**src/rtl/alu_result_stage_if.sv**
```systemverilog
// Handshake and data bundle between the ALU result stage and its neighbours.
// The slave modport is the stage's view. The master modport is the view of the
// environment that drives the ALU side and consumes the writeback side.
interface alu_result_stage_if #(
  parameter int WIDTH = 32,
  parameter int CW    = 2
);
  // ALU side
  logic             in_valid;
  logic             in_ready;
  logic [WIDTH-1:0] y;
  logic [2:0]       op_code;
  logic             O;
  logic             C;
  logic             Z;
  logic             N;
  logic             flag_we;
  logic             sticky_clr;

  // Writeback side
  logic             out_valid;
  logic             out_ready;
  logic [WIDTH-1:0] out_y;
  logic [2:0]       out_op_code;
  logic [3:0]       out_flags;

  // Architectural status
  logic [3:0]       flags;
  logic             sticky_o;
  logic [CW-1:0]    count;

  modport slave (
    input  in_valid, y, op_code, O, C, Z, N, flag_we, sticky_clr, out_ready,
    output in_ready, out_valid, out_y, out_op_code, out_flags, flags, sticky_o, count
  );

  modport master (
    output in_valid, y, op_code, O, C, Z, N, flag_we, sticky_clr, out_ready,
    input  in_ready, out_valid, out_y, out_op_code, out_flags, flags, sticky_o, count
  );
endinterface

```
**src/rtl/alu_result_stage.sv**
```systemverilog
// Registered stage after the 32-bit ALU. It queues {y, op_code, O/C/Z/N} in a
// small in-order FIFO and hands the entries to writeback over valid/ready.
// The architectural flag register and the sticky overflow bit are updated at
// capture time, so they follow issue order and not drain order.
module alu_result_stage #(
  parameter int WIDTH = 32,
  parameter int DEPTH = 2,
  parameter int CW    = 2
) (
  input  logic              clk,
  input  logic              rst_n,
  alu_result_stage_if.slave bus
);

  localparam int            PW       = (DEPTH > 1) ? $clog2(DEPTH) : 1;
  localparam logic [CW-1:0] FULL_CNT = CW'(DEPTH);

  typedef struct packed {
    logic [WIDTH-1:0] y;
    logic [2:0]       op;
    logic [3:0]       fl;
  } entry_t;

  // Only add/sub-class ops (000..010) can report a real arithmetic overflow.
  function automatic logic is_arith_op(input logic [2:0] op);
    return (op == 3'b000) || (op == 3'b001) || (op == 3'b010);
  endfunction

  entry_t          mem_q [DEPTH];
  logic [PW-1:0]   wr_ptr_q;
  logic [PW-1:0]   wr_ptr_d;
  logic [PW-1:0]   rd_ptr_q;
  logic [PW-1:0]   rd_ptr_d;
  logic [CW-1:0]   count_q;
  logic [CW-1:0]   count_d;
  logic [3:0]      flags_q;
  logic [3:0]      flags_d;
  logic            sticky_q;
  logic            sticky_d;

  logic            in_ready_s;
  logic            out_valid_s;
  logic            push_s;
  logic            pop_s;
  logic            sticky_set_s;
  entry_t          in_entry_s;
  entry_t          head_s;
  logic [WIDTH-1:0] out_y_s;
  logic [2:0]      out_op_s;
  logic [3:0]      out_fl_s;

  // Handshake decode. in_ready depends only on the stored count, so a full
  // stage stalls the ALU even when writeback drains in the same cycle.
  always_comb begin
    in_ready_s   = (count_q != FULL_CNT);
    out_valid_s  = (count_q != {CW{1'b0}});
    push_s       = bus.in_valid & in_ready_s;
    pop_s        = out_valid_s & bus.out_ready;
    sticky_set_s = push_s & bus.O & is_arith_op(bus.op_code);
    in_entry_s.y  = bus.y;
    in_entry_s.op = bus.op_code;
    in_entry_s.fl = {bus.O, bus.C, bus.Z, bus.N};
  end

  // Next-state for pointers, occupancy, flag register and sticky overflow.
  always_comb begin
    wr_ptr_d = wr_ptr_q;
    rd_ptr_d = rd_ptr_q;
    count_d  = count_q;
    flags_d  = flags_q;
    sticky_d = sticky_q;

    if (push_s) begin
      wr_ptr_d = wr_ptr_q + PW'(1);
    end else begin
      wr_ptr_d = wr_ptr_q;
    end

    if (pop_s) begin
      rd_ptr_d = rd_ptr_q + PW'(1);
    end else begin
      rd_ptr_d = rd_ptr_q;
    end

    case ({push_s, pop_s})
      2'b10:   count_d = count_q + CW'(1);
      2'b01:   count_d = count_q - CW'(1);
      default: count_d = count_q;
    endcase

    if (push_s && bus.flag_we) begin
      flags_d = in_entry_s.fl;
    end else begin
      flags_d = flags_q;
    end

    // A set in the same cycle as a clear wins, so no overflow is ever lost.
    if (sticky_set_s) begin
      sticky_d = 1'b1;
    end else if (bus.sticky_clr) begin
      sticky_d = 1'b0;
    end else begin
      sticky_d = sticky_q;
    end
  end

  // Control state registers. Reset discards everything held.
  always_ff @(posedge clk or negedge rst_n) begin
    if (!rst_n) begin
      wr_ptr_q <= {PW{1'b0}};
      rd_ptr_q <= {PW{1'b0}};
      count_q  <= {CW{1'b0}};
      flags_q  <= 4'b0000;
      sticky_q <= 1'b0;
    end else begin
      wr_ptr_q <= wr_ptr_d;
      rd_ptr_q <= rd_ptr_d;
      count_q  <= count_d;
      flags_q  <= flags_d;
      sticky_q <= sticky_d;
    end
  end

  // Entry storage. It is cleared on reset so no X ever reaches the outputs.
  always_ff @(posedge clk or negedge rst_n) begin
    if (!rst_n) begin
      for (int i = 0; i < DEPTH; i++) begin
        mem_q[i] <= '0;
      end
    end else if (push_s) begin
      mem_q[wr_ptr_q] <= in_entry_s;
    end
  end

  // Head presentation, decoded from registered state and forced to zero when empty.
  always_comb begin
    head_s = mem_q[rd_ptr_q];
    if (out_valid_s) begin
      out_y_s  = head_s.y;
      out_op_s = head_s.op;
      out_fl_s = head_s.fl;
    end else begin
      out_y_s  = {WIDTH{1'b0}};
      out_op_s = 3'b000;
      out_fl_s = 4'b0000;
    end
  end

  assign bus.in_ready    = in_ready_s;
  assign bus.out_valid   = out_valid_s;
  assign bus.out_y       = out_y_s;
  assign bus.out_op_code = out_op_s;
  assign bus.out_flags   = out_fl_s;
  assign bus.flags       = flags_q;
  assign bus.sticky_o    = sticky_q;
  assign bus.count       = count_q;

endmodule

```
**src/flat_wrapper.sv**
```systemverilog
// flat-port wrapper written by rule: the top's interface ports become plain ports
module alu_result_stage_flat 
#(
  parameter int WIDTH = 32,
  parameter int DEPTH = 2,
  parameter int CW    = 2
)
  (clk, rst_n, bus_in_valid, bus_y, bus_op_code, bus_O, bus_C, bus_Z, bus_N, bus_flag_we, bus_sticky_clr, bus_out_ready, bus_in_ready, bus_out_valid, bus_out_y, bus_out_op_code, bus_out_flags, bus_flags, bus_sticky_o, bus_count);
  alu_result_stage_if #(.WIDTH(WIDTH), .CW(CW)) bus_i ();
  input  logic clk;
  input  logic rst_n;
  input wire logic [$bits(bus_i.in_valid)-1:0] bus_in_valid;
  input wire logic [$bits(bus_i.y)-1:0] bus_y;
  input wire logic [$bits(bus_i.op_code)-1:0] bus_op_code;
  input wire logic [$bits(bus_i.O)-1:0] bus_O;
  input wire logic [$bits(bus_i.C)-1:0] bus_C;
  input wire logic [$bits(bus_i.Z)-1:0] bus_Z;
  input wire logic [$bits(bus_i.N)-1:0] bus_N;
  input wire logic [$bits(bus_i.flag_we)-1:0] bus_flag_we;
  input wire logic [$bits(bus_i.sticky_clr)-1:0] bus_sticky_clr;
  input wire logic [$bits(bus_i.out_ready)-1:0] bus_out_ready;
  output wire logic [$bits(bus_i.in_ready)-1:0] bus_in_ready;
  output wire logic [$bits(bus_i.out_valid)-1:0] bus_out_valid;
  output wire logic [$bits(bus_i.out_y)-1:0] bus_out_y;
  output wire logic [$bits(bus_i.out_op_code)-1:0] bus_out_op_code;
  output wire logic [$bits(bus_i.out_flags)-1:0] bus_out_flags;
  output wire logic [$bits(bus_i.flags)-1:0] bus_flags;
  output wire logic [$bits(bus_i.sticky_o)-1:0] bus_sticky_o;
  output wire logic [$bits(bus_i.count)-1:0] bus_count;
  assign bus_i.in_valid = bus_in_valid;
  assign bus_i.y = bus_y;
  assign bus_i.op_code = bus_op_code;
  assign bus_i.O = bus_O;
  assign bus_i.C = bus_C;
  assign bus_i.Z = bus_Z;
  assign bus_i.N = bus_N;
  assign bus_i.flag_we = bus_flag_we;
  assign bus_i.sticky_clr = bus_sticky_clr;
  assign bus_i.out_ready = bus_out_ready;
  assign bus_in_ready = bus_i.in_ready;
  assign bus_out_valid = bus_i.out_valid;
  assign bus_out_y = bus_i.out_y;
  assign bus_out_op_code = bus_i.out_op_code;
  assign bus_out_flags = bus_i.out_flags;
  assign bus_flags = bus_i.flags;
  assign bus_sticky_o = bus_i.sticky_o;
  assign bus_count = bus_i.count;
  alu_result_stage #(.WIDTH(WIDTH), .DEPTH(DEPTH), .CW(CW)) u_core (.clk(clk), .rst_n(rst_n), .bus(bus_i));
endmodule
```
**config.mk**
```make
export PLATFORM = sky130hd
export DESIGN_NAME = alu_result_stage_flat
export DESIGN_NICKNAME = d
export VERILOG_FILES = /design/src/rtl/alu_result_stage_if.sv /design/src/rtl/alu_result_stage.sv /design/src/flat_wrapper.sv
export SDC_FILE = /design/constraint.sdc
export NUM_CORES = 1
export LEC_CHECK = 0
export CAP_MARGIN = 30
export CORE_UTILIZATION = 45
export CTS_BUF_LIST = sky130_fd_sc_hd__clkbuf_4
export DETAILED_ROUTE_END_ITERATION = 8
export HOLD_SLACK_MARGIN = 0.05
export PLACE_DENSITY = 0.82
export SETUP_SLACK_MARGIN = 0.05
export SKIP_CTS_REPAIR_TIMING = 1
export SLEW_MARGIN = 20
export SYNTH_ARGS = -nofsm -noshare
export SYNTH_HDL_FRONTEND = slang
export SYNTH_SLANG_ARGS = --single-unit
```
**constraint.sdc**
```tcl
create_clock -name clk -period 2 [get_ports clk]
set_input_delay 0.2 -clock clk [delete_from_list [all_inputs] [get_ports clk]]
set_output_delay 0.2 -clock clk [all_outputs]
set_load 0.005 [all_outputs]
```
==> metrics.md, run 1 <==
| Metric | Value |
|---|---|
| Status | complete, no violations |
| Fin. Hold Viols | 0 |
| First-pass GRT wire length | 13,340 µm |
| Yosys warns | 0 |
| # setup viols final | 0 |
| GPL Wtd Cong | 0.7270 |
| Max VDD drop | between 800 and 900 µV |
| Post-synthesis net count | 330 |
| DR WL/cell | 17.32 µm |
| Final Cycle Share | 0.9496 |
| Remaining antenna violation count after routing | 0 |
| Area Overhead vs Synth | 38.18% |
| Worst-path fanout max | 17 |
| Largest family of logic cells by synthesized area | multiplexers |
| Setup TNS | 0 ns |
| Synth Area in Simple Gates | 0.05486 |
| Number of global-route vias before repair | 2,660 |
| Sequential Power Share | 0.345 |
| Layout cell share with drive strength beyond 1 | 0.3375 |
| DR DRC count | 0 |
| Slew margin rel. | 0.6622 |
| Placed insts | 473 |
| Rows | 33 |
| Setup crit start kind | flop |
| Adder-cell area share of the yosys netlist | 0.003135 |
| Die width | around 96 µm |
| Max-Cap Viols | 0 |
| Seq cells post-synth | 87 |
| Ys async rst share | 1.000 |
| Area share of the largest cell type after synthesis | 0.5455 |
| Cell area after synthesis | 3991 µm² |
| Internal | 6.352 mW |
| Root buf cell | clkbuf_4 |
| Number of buffers created by CTS | 9 |
| Most common flop cell mapped by yosys | dfrtp_1 |
| Leak pwr | 2.858 nW |
| Largest area contributor in the synthesized netlist | dfrtp_1 |
| Multiplexer share of the synthesized area | 0.3480 |
| Clock Sinks | 87 |
| Worst reg-to-reg setup slack | 0.32 ns |
| Hpwl dp | 5711 µm |
| Sequential area share after synthesis | 0.5455 |
| Net Sw Power | 2.903 mW |
| Via count | 2,601 |
| Antenna Cells | 0 |
| IO Port Bufs | 92 |
| Clk pwr share | 0.118 |
| Post-synthesis cell count | around 280 |
| Final min period | approximately 1.9 ns |
| GRT Total Usage | 0.1946 |
| TritonCTS clock tree | yes |
| Least-Margin Pin Slew | around 0.51 ns |
| Reg2Reg Capture Point | u_core.bus.count[1] |
| Switching share of power | 0.3137 |
| Mapped Avg Cell Area | 14.05 µm² |
| CP required | 1.80 ns |
| Synth unique cells | 22 |
| Worst-skew pair later-pin latency | 0.43 ns |
| Core Box Area | about 8400 µm² |
| WL final | between 8000 and 9000 µm |
| Leading cell type by number of instances after synthesis | dfrtp_1 |
| Starting Density | 0.4762 |
| Die height | 96.18 µm |
| TritonRoute pass-1 iters | 4 |
| Die area | 9251 µm² |
| Final Skew | 0.01935 ns |
| Hold Crit Class | primary input to async pin |
| Post-layout nets | 444 |
| Unrepaired setup endpoints after global routing | yes |
| Ports | 93 |
| Critical path endpoint category | primary output |
| Synth cell count leaders | dfrtp_1 (87), mux2_2 (62), nor2_1 (41) |
| Max H-tree Level | 3 |
| Data arrival time of the worst path | 1.70 ns |
| Ranking of synthesized cells by area | dfrtp_1 (55%), mux2_2 (17%), mux2i_1 (9.8%), mux2_4 (7.5%), nor2_1 (3.9%) |
| Vias per inst | 5.120 |
| Power per Cell Area | 1678 nW/µm² |
| R2R Path Start | u_core.bus.count[0] |
| Setup CP Type | flop to primary output |
| Post-route insts no fill | 508 |
| Fmax | 0.5265 GHz |
| Max-slew violation count | 0 |
| Reg2reg path depth | 6 |
| Post-Synth XOR/XNOR Area | 0.01097 |
| Hold WS | 0.2682 ns |
| Clk pin slew, worst setup/hold paths | ~0.14 ns |
| CTS Buffer Depth | 2 |
| Initial antenna violation count | 0 |
| Largest net degree at the start of global routing | 41 |
| Combinational share of power | 0.537 |
| Initial DRC count | 50 |
| GRT overflow | 0 |
| Post-synth EDFFs | 0 |
| Compound-Gate Fraction of Synth Area | 0.001567 |
-- cells in the final DEF, fill, tap and decap left out, drive strengths merged, types with 3 or more instances in the layout --
cell type / instances
buf: 27
clkbuf: 15
clkdlybuf4s50: 51
clkinv: 3
dfrtp: 87
dlymetal6s2s: 38
mux2: 82
mux2i: 39
nor2: 41
xnor2: 3
-- per-layer routing --
layer	vias up	GRT usage	share of wire
met3	7	0.05450	0.050
met5	-	0	0
met1	1308	0.2495	0.44
met4	0	0.05224	0.0088
li1	1210	-	-
met2	76	0.3227	0.50
-- power groups by stage --
stage	sequential, mW	clock (mW)	combinational [mW]
global placement	3.13	0	4.69
floorplan	3.04	0	2.75
finish	3.19	1.09	4.97
detailed placement	3.20	0	4.78
global route	3.30	1.19	5.39
CTS	3.17	1.12	4.80
-- sequential cells by signal, summed over array words and instances, names as in the netlist --
register             count
u_core.bus.count         2
u_core.bus.sticky_o      1
u_core.rd_ptr_q          1
u_core.bus.flags         4
u_core.wr_ptr_q          1
u_core.mem_q            78
-- cell type report --
| type | instances | area (µm²) |
|---|---|---|
| Tap cell | 105 | 131.4 |
| Multi-Input combinational cell | 177 | 1682 |
| Clock inverter | 5 | 73.82 |
| Clock buffer | 11 | 82.58 |
| Timing Repair Buffer | 121 | 1358 |
| Fill cell | 630 | 2867 |
| Sequential cell | 87 | 2181 |
| Inverter | 2 | 7.507 |
-- worst max-delay path by stage --
stage,to,slack (ns),startpoint,cells past startpoint
3_3_place_gp,u_core.mem_q[74],0.25,bus_in_valid,4
3_5_place_dp,u_core.mem_q[45],0.18,bus_in_valid,4
2_1_floorplan,u_core.bus.count[1],0.48,u_core.bus.count[0],6
5_1_grt,bus_out_y[16],-0.006,u_core.rd_ptr_q,6
4_1_cts,bus_out_op_code[2],-0.21,u_core.rd_ptr_q,4
6_report,bus_out_y[16],0.10,u_core.rd_ptr_q,6
-- logic make-up (layout without fill, tap and decap cells) --
family / Yosys count / in the layout
AOI/OAI and AO/OA: 1 / 1
xor gates and xnor gates: 5 / 5
adders and majority gates: 1 / 1
buffers and inverters: 20 / 139
DFF: 87 / 87
muxes: 121 / 121
and+or+nand+nor: 49 / 49
-- critical path: stages, from the launching register on --
cell	delay, ns
dfrtp_2	0.47
buf_12	0.17
buf_4	0.15
buf_4	0.13
mux2i_1	0.10
nor2_1	0.10
dlymetal6s2s_1	0.14
-- metrics by stage --
step           worst slack [ns]  utilization  instance area (µm²)  total power, mW
2_1_floorplan            0.4773            -                 3991            5.790
3_3_place_gp             0.2490       0.6026                 5051            7.821
3_5_place_dp             0.1830       0.6026                 5051            7.979
4_1_cts                 -0.2143       0.6213                 5207            9.093
5_1_grt               -0.006108       0.6580                 5515            9.891
6_report                 0.1007       0.6580                 5515            9.255
Note: power is estimated with default switching activity, not from simulation.
==> run 2: changes to the inputs <==
ABC_AREA = 1   (was not set)
CORE_ASPECT_RATIO = 0.5   (was not set)
CORE_UTILIZATION = 50   (was 45)
PLACE_DENSITY = 0.88   (was 0.82)
==> metrics.md, run 2 <==
| Metric | Value |
|---|---|
| Number of global-route vias before repair | roughly 4,000 |
| GPL Wtd Cong | 0.7667 |
| Largest family of logic cells by synthesized area | simple AND/OR/NAND/NOR gates |
| Clock Sinks | 87 |
| Final worst slack | -0.1631 ns |
| Adder-cell area share of the yosys netlist | 0.002979 |
| Sequential area share after synthesis | 0.5183 |
| Least-Margin Pin Slew | 0.4552 ns |
| Clk pwr share | 0.113 |
| Remaining antenna violation count after routing | 0 |
| Combinational share of power | 0.525 |
| Max-slew violation count | 0 |
| Rows | 23 |
| Starting Density | 0.5213 |
| Synth unique cells | 18 |
| Post-synthesis net count | 578 |
| Seq cells post-synth | 87 |
| Fin. Hold Viols | 0 |
| Final Skew | 0.01517 ns |
| Layout cell share with drive strength beyond 1 | 0.07655 |
| Final Power | 8.551 mW |
| Antenna Cells | 0 |
| Compound-Gate Fraction of Synth Area | 0.04885 |
| Ys async rst share | 1.000 |
| Final Cycle Share | 1.082 |
| Leak pwr | about 2.9 nW |
| Largest Register | u_core.mem_q |
| Setup CP Type | flop to primary output |
| Ranking of synthesized cells by area | dfrtp_1 (52%), nand2_1 (23%), nand4_1 (12%), a21oi_1 (4.6%), buf_2 (3.1%) |
| Sequential Power Share | 0.361 |
| Critical path endpoint category | primary output |
| Max-Cap Viols | 0 |
| Synth Area in Simple Gates | 0.3601 |
| Root buf cell | clkbuf_4 |
| Footprint of the multi-input gates | approximately 1800 µm² |
| Switching share of power | 0.4173 |
| CTS Buffer Depth | 2 |
| Cell area after synthesis | ~4200 µm² |
| TritonRoute pass-1 iters | 7 |
| Worst-path fanout max | 20 |
| Power per Cell Area | 1576 nW/µm² |
| Commonest cells after routing, fill and taps aside | nand2_1 (253), dfrtp_1 (85), nand4_1 (83) |
| Hold Crit Class | primary input to async pin |
| Unrepaired setup endpoints after global routing | yes |
| Post-route insts no fill | 726 |
| CP required | 1.80 ns |
| Fillers | between 600 and 700 |
| Setup TNS | -2.185 ns |
| Largest area contributor in the synthesized netlist | dfrtp_1 |
| Multiplexer share of the synthesized area | 0 |
| GRT Total Usage | 0.2780 |
| FF/Latch Area | 2180 µm² |
| # setup viols final | 23 |
| Vias per inst | about 5.8 |
| Mapped Avg Cell Area | around 7.9 µm² |
| Design area | 5426 µm² |
| IO Port Bufs | 92 |
| Leading cell type by number of instances after synthesis | nand2_1 |
| Max FFs per register | 78 |
| Hold WS | 0.1438 ns |
| GRT overflow | 0 |
| Max VDD drop | 827.0 µV |
| Final min period | around 2.2 ns |
| Initial antenna violation count | 0 |
| DP Area | 5207 µm² |
| First-pass GRT wire length | 19,030 µm |
| Setup crit start kind | flop |
| Worst-skew pair later-pin latency | 0.46 ns |
| Max H-tree Level | 3 |
| Die width | 131.6 µm |
| Largest net degree at the start of global routing | 64 |
| Slew margin rel. | 0.6966 |
| Hpwl dp | 7369 µm |
| Synth cell count leaders | nand2_1 (253), dfrtp_1 (87), nand4_1 (83) |
| DR DRC count | 0 |
| Most common flop cell mapped by yosys | dfrtp_1 |
| DR WL/cell | 16.30 µm |
| Area share of the largest cell type after synthesis | 0.5183 |
| Status | complete, but fails checks |
| Initial DRC count | 559 |
| Ports | 93 |
| Die height | 66.81 µm |
| Worst slack, placed | about 0.32 ns |
| Post-synth EDFFs | 0 |
| Die area | 8794 µm² |
| Net Sw Power | between 3 and 4 mW |
| Fmax | 0.4623 GHz |
| Placed insts | 708 |
| Via count | 4,208 |
| TritonCTS clock tree | yes |
| Clk pin slew, worst setup/hold paths | 0.14 ns |
| Yosys warns | 0 |
| Post-Synth XOR/XNOR Area | 0.002085 |
| Core Box Area | 8058 µm² |
| Post-layout nets | 655 |
| Most common cell after layout, fill and taps aside | nand2_1 |
| Area Overhead vs Synth | 29.19% |
| WL final | 11,830 µm |
| Failing checks | setup timing |
| Number of buffers created by CTS | 9 |
| Internal | 4.983 mW |
| Data arrival time of the worst path | between 1.5 and 2 ns |
| Post-synthesis cell count | approximately 530 |
| Final core occ | 0.6734 |
run 2: metal layers:
metal  GRT usage  wire length (µm)  vias to the layer above
li1            -                 -                     1925
met1      0.3454              4977                     2050
met2      0.4729              5803                      206
met3     0.06012               846                       27
met4      0.1308               204                        0
met5           0                 0                        -
run 2: kinds of logic (layout without fill, tap and decap cells):
logic type	count (synthesis)	in the layout
compound gates	41	41
xor+xnor	1	1
fa+ha+maj	1	1
buf+inv	58	140
flops	87	87
simple gates	344	344
run 2: worst max-delay path: stages (launching register included):
cell and delay [ns]:
dfrtp_1 0.40, buf_4 0.27, nand2_1 0.09, a21oi_1 0.21
clkdlybuf4s50_1 0.54
run 2: worst paths after layout:
| kind | start | endpoint | slack [ns] | cells after the start |
|---|---|---|---|---|
| worst max-delay path | u_core.rd_ptr_q | bus_out_y[28] | -0.16 | 4 |
| worst min-delay path | rst_n | u_core.mem_q[20] | 0.14 | 2 |
| worst max register to register | u_core.bus.count[0] | u_core.bus.count[1] | 0.30 | 8 |
| worst min register to register | u_core.mem_q[70] | u_core.mem_q[70] | 0.49 | 2 |
| max in group asynchronous | rst_n | u_core.mem_q[76] | 1.20 | 3 |
| min in group clk | bus_in_valid | u_core.bus.sticky_o | 0.15 | 3 |
run 2: cell type report:
cell class / count / share of cell area
clock buffer: 10 / 0.01383
clock inverter: 6 / 0.009454
inverter: 10 / 0.006917
multi-input combinational: 387 / 0.3251
sequential: 87 / 0.4017
tap: 112 / 0.02582
timing repair buffer: 114 / 0.2172
run 2: power groups by stage:
stage | Sequential (mW) | Clock, mW | Combinational (mW)
after floorplan | 2.95 | 0 | 2.51
after global placement | 3.04 | 0 | 4.30
after detailed placement | 3.08 | 0 | 4.43
after CTS | 3.05 | 0.972 | 4.45
after global routing | 3.17 | 1.05 | 4.97
final | 3.09 | 0.970 | 4.49
==> run 3: changes to the inputs <==
SKIP_LAST_GASP = 1   (was not set)
==> metrics.md, run 3 (same netlist as run 2, synthesis figures left out) <==
| Metric | Value |
|---|---|
| Status | complete, but fails checks |
| Failing checks | setup timing |
| IO Port Bufs | slightly above 90 |
| Hold Crit Class | primary input to async pin |
| Most common cell after layout, fill and taps aside | nand2_1 |
| GRT overflow | 0 |
| CTS Buffer Depth | 2 |
| Core Box Area | 8058 µm² |
| Power per Cell Area | 1599 nW/µm² |
| Final min period | 2.183 ns |
| DP Area | approximately 5200 µm² |
| Clock Sinks | 87 |
| Post-layout nets | 655 |
| Hold WS | 0.1456 ns |
| Fmax | 0.4581 GHz |
| GPL Wtd Cong | 0.7667 |
| R2R Path Start | u_core.bus.count[0] |
| Vias per inst | around 5.7 |
| TritonCTS clock tree | yes |
| Data arrival time of the worst path | 1.98 ns |
| Hpwl dp | about 7400 µm |
| Root buf cell | clkbuf_4 |
| Max FFs per register | 78 |
| Area Overhead vs Synth | 28.15% |
| Worst-skew pair later-pin latency | 0.46 ns |
| DR WL/cell | 16.09 µm |
| Critical path endpoint category | primary output |
| Rows | 23 |
| Clk pin slew, worst setup/hold paths | 0.13 ns |
| Reg2Reg Capture Point | u_core.bus.count[1] |
| Design area | between 5000 and 6000 µm² |
| Max-slew violation count | 0 |
| DR DRC count | 0 |
| Fin. Hold Viols | 0 |
| Worst-path fanout max | 20 |
| Remaining antenna violation count after routing | 0 |
| Fillers | 639 |
| Die width | 131.6 µm |
| Max VDD drop | 800.4 µV |
| Max-Cap Viols | 0 |
| Final Skew | between 0.01 and 0.015 ns |
| TritonRoute pass-1 iters | 5 |
| Setup crit start kind | flop |
| Final Power | 8.606 mW |
| Number of buffers created by CTS | 9 |
| Final Cycle Share | 1.091 |
| CP startpoint | u_core.rd_ptr_q |
| Number of global-route vias before repair | 3,998 |
| Antenna Cells | 0 |
| # setup viols final | 39 |
| Largest net degree at the start of global routing | 64 |
| Via count | 4,164 |
| Starting Density | 0.5213 |
| GRT Total Usage | 0.2780 |
| Final worst slack | -0.1829 ns |
| Crit path cell chain | buf_4 -> nand2_1 -> a21oi_1 -> clkdlybuf4s50_1 |
| Die height | about 67 µm |
| Leak pwr | 2.629 nW |
| Initial DRC count | 483 |
| Die area | 8794 µm² |
| Setup CP Type | flop to primary output |
| Slew margin rel. | 0.7001 |
| Initial antenna violation count | 0 |
| Largest Register | u_core.mem_q |
| Worst path bufs/invs | 2 |
| CP delay by family, top | buffers and inverters |
| Layout cell share with drive strength beyond 1 | 0.07492 |
| WL final | 11,680 µm |
| First-pass GRT wire length | 19,030 µm |
| Least-Margin Pin Slew | 0.4499 ns |
| Max H-tree Level | 3 |
| Unrepaired setup endpoints after global routing | yes |
| Slowest cell on crit path | clkdlybuf4s50_1 |
| Commonest cells after routing, fill and taps aside | nand2_1 (253), clkdlybuf4s50_1 (89), dfrtp_1 (85) |
| Ports | 93 |
| Worst reg-to-reg setup slack | 0.31 ns |
| Reg2reg path depth | 8 |
| CP max stage delay | approximately 0.54 ns |
| CP required | 1.80 ns |
| Worst slack, placed | 0.3228 ns |
==> run 3: worst max path at each step <==
stage / slack [ns] / end / cells after the start
6_report: -0.18 / bus_out_y[28] / 4
5_1_grt: -0.29 / bus_out_y[26] / 4
4_1_cts: -0.18 / bus_out_y[28] / 4
3_5_place_dp: 0.32 / u_core.bus.count[1] / 8
3_3_place_gp: 0.37 / bus_out_y[18] / 5
2_1_floorplan: 0.57 / u_core.bus.count[1] / 9
==> run 3: final cells by class <==
| cell class | instances | area (µm²) | area share |
|---|---|---|---|
| clock inverter | 6 | 51.30 | 0.009530 |
| inverter | 10 | 37.54 | 0.006974 |
| clock buffer | 10 | 75.07 | 0.01395 |
| multi-input combinational | 387 | 1760 | 0.3271 |
| tap | 112 | 140.1 | 0.02603 |
| sequential | 87 | 2180 | 0.4049 |
| timing repair buffer | 114 | 1139 | 0.2115 |
==> run 3: layer usage <==
| metal | vias up | wire [µm] | GRT usage |
|---|---|---|---|
| met5 | - | 0 | 0 |
| met4 | 0 | 231 | 0.1308 |
| met3 | 30 | 752 | 0.06012 |
| met2 | 198 | 5752 | 0.4729 |
| met1 | 2014 | 4945 | 0.3454 |
| li1 | 1922 | - | - |
==> run 3: per-stage QoR <==
stage	setup TNS [ns]	std cells	util
floorplan	0	532	-
global placement	0	708	0.6463
detailed placement	0	708	0.6463
CTS	-4.702	724	0.6620
global route	-8.375	726	0.6680
finish	-3.961	726	0.6680
==> run 3: report_power, final <==
group	switching (mW)	internal (mW)	total, mW	leakage, nW
clock network	0.596	0.380	0.975	0.0727
logic	2.46	2.08	4.55	1.48
registers	0.507	2.58	3.09	1.08
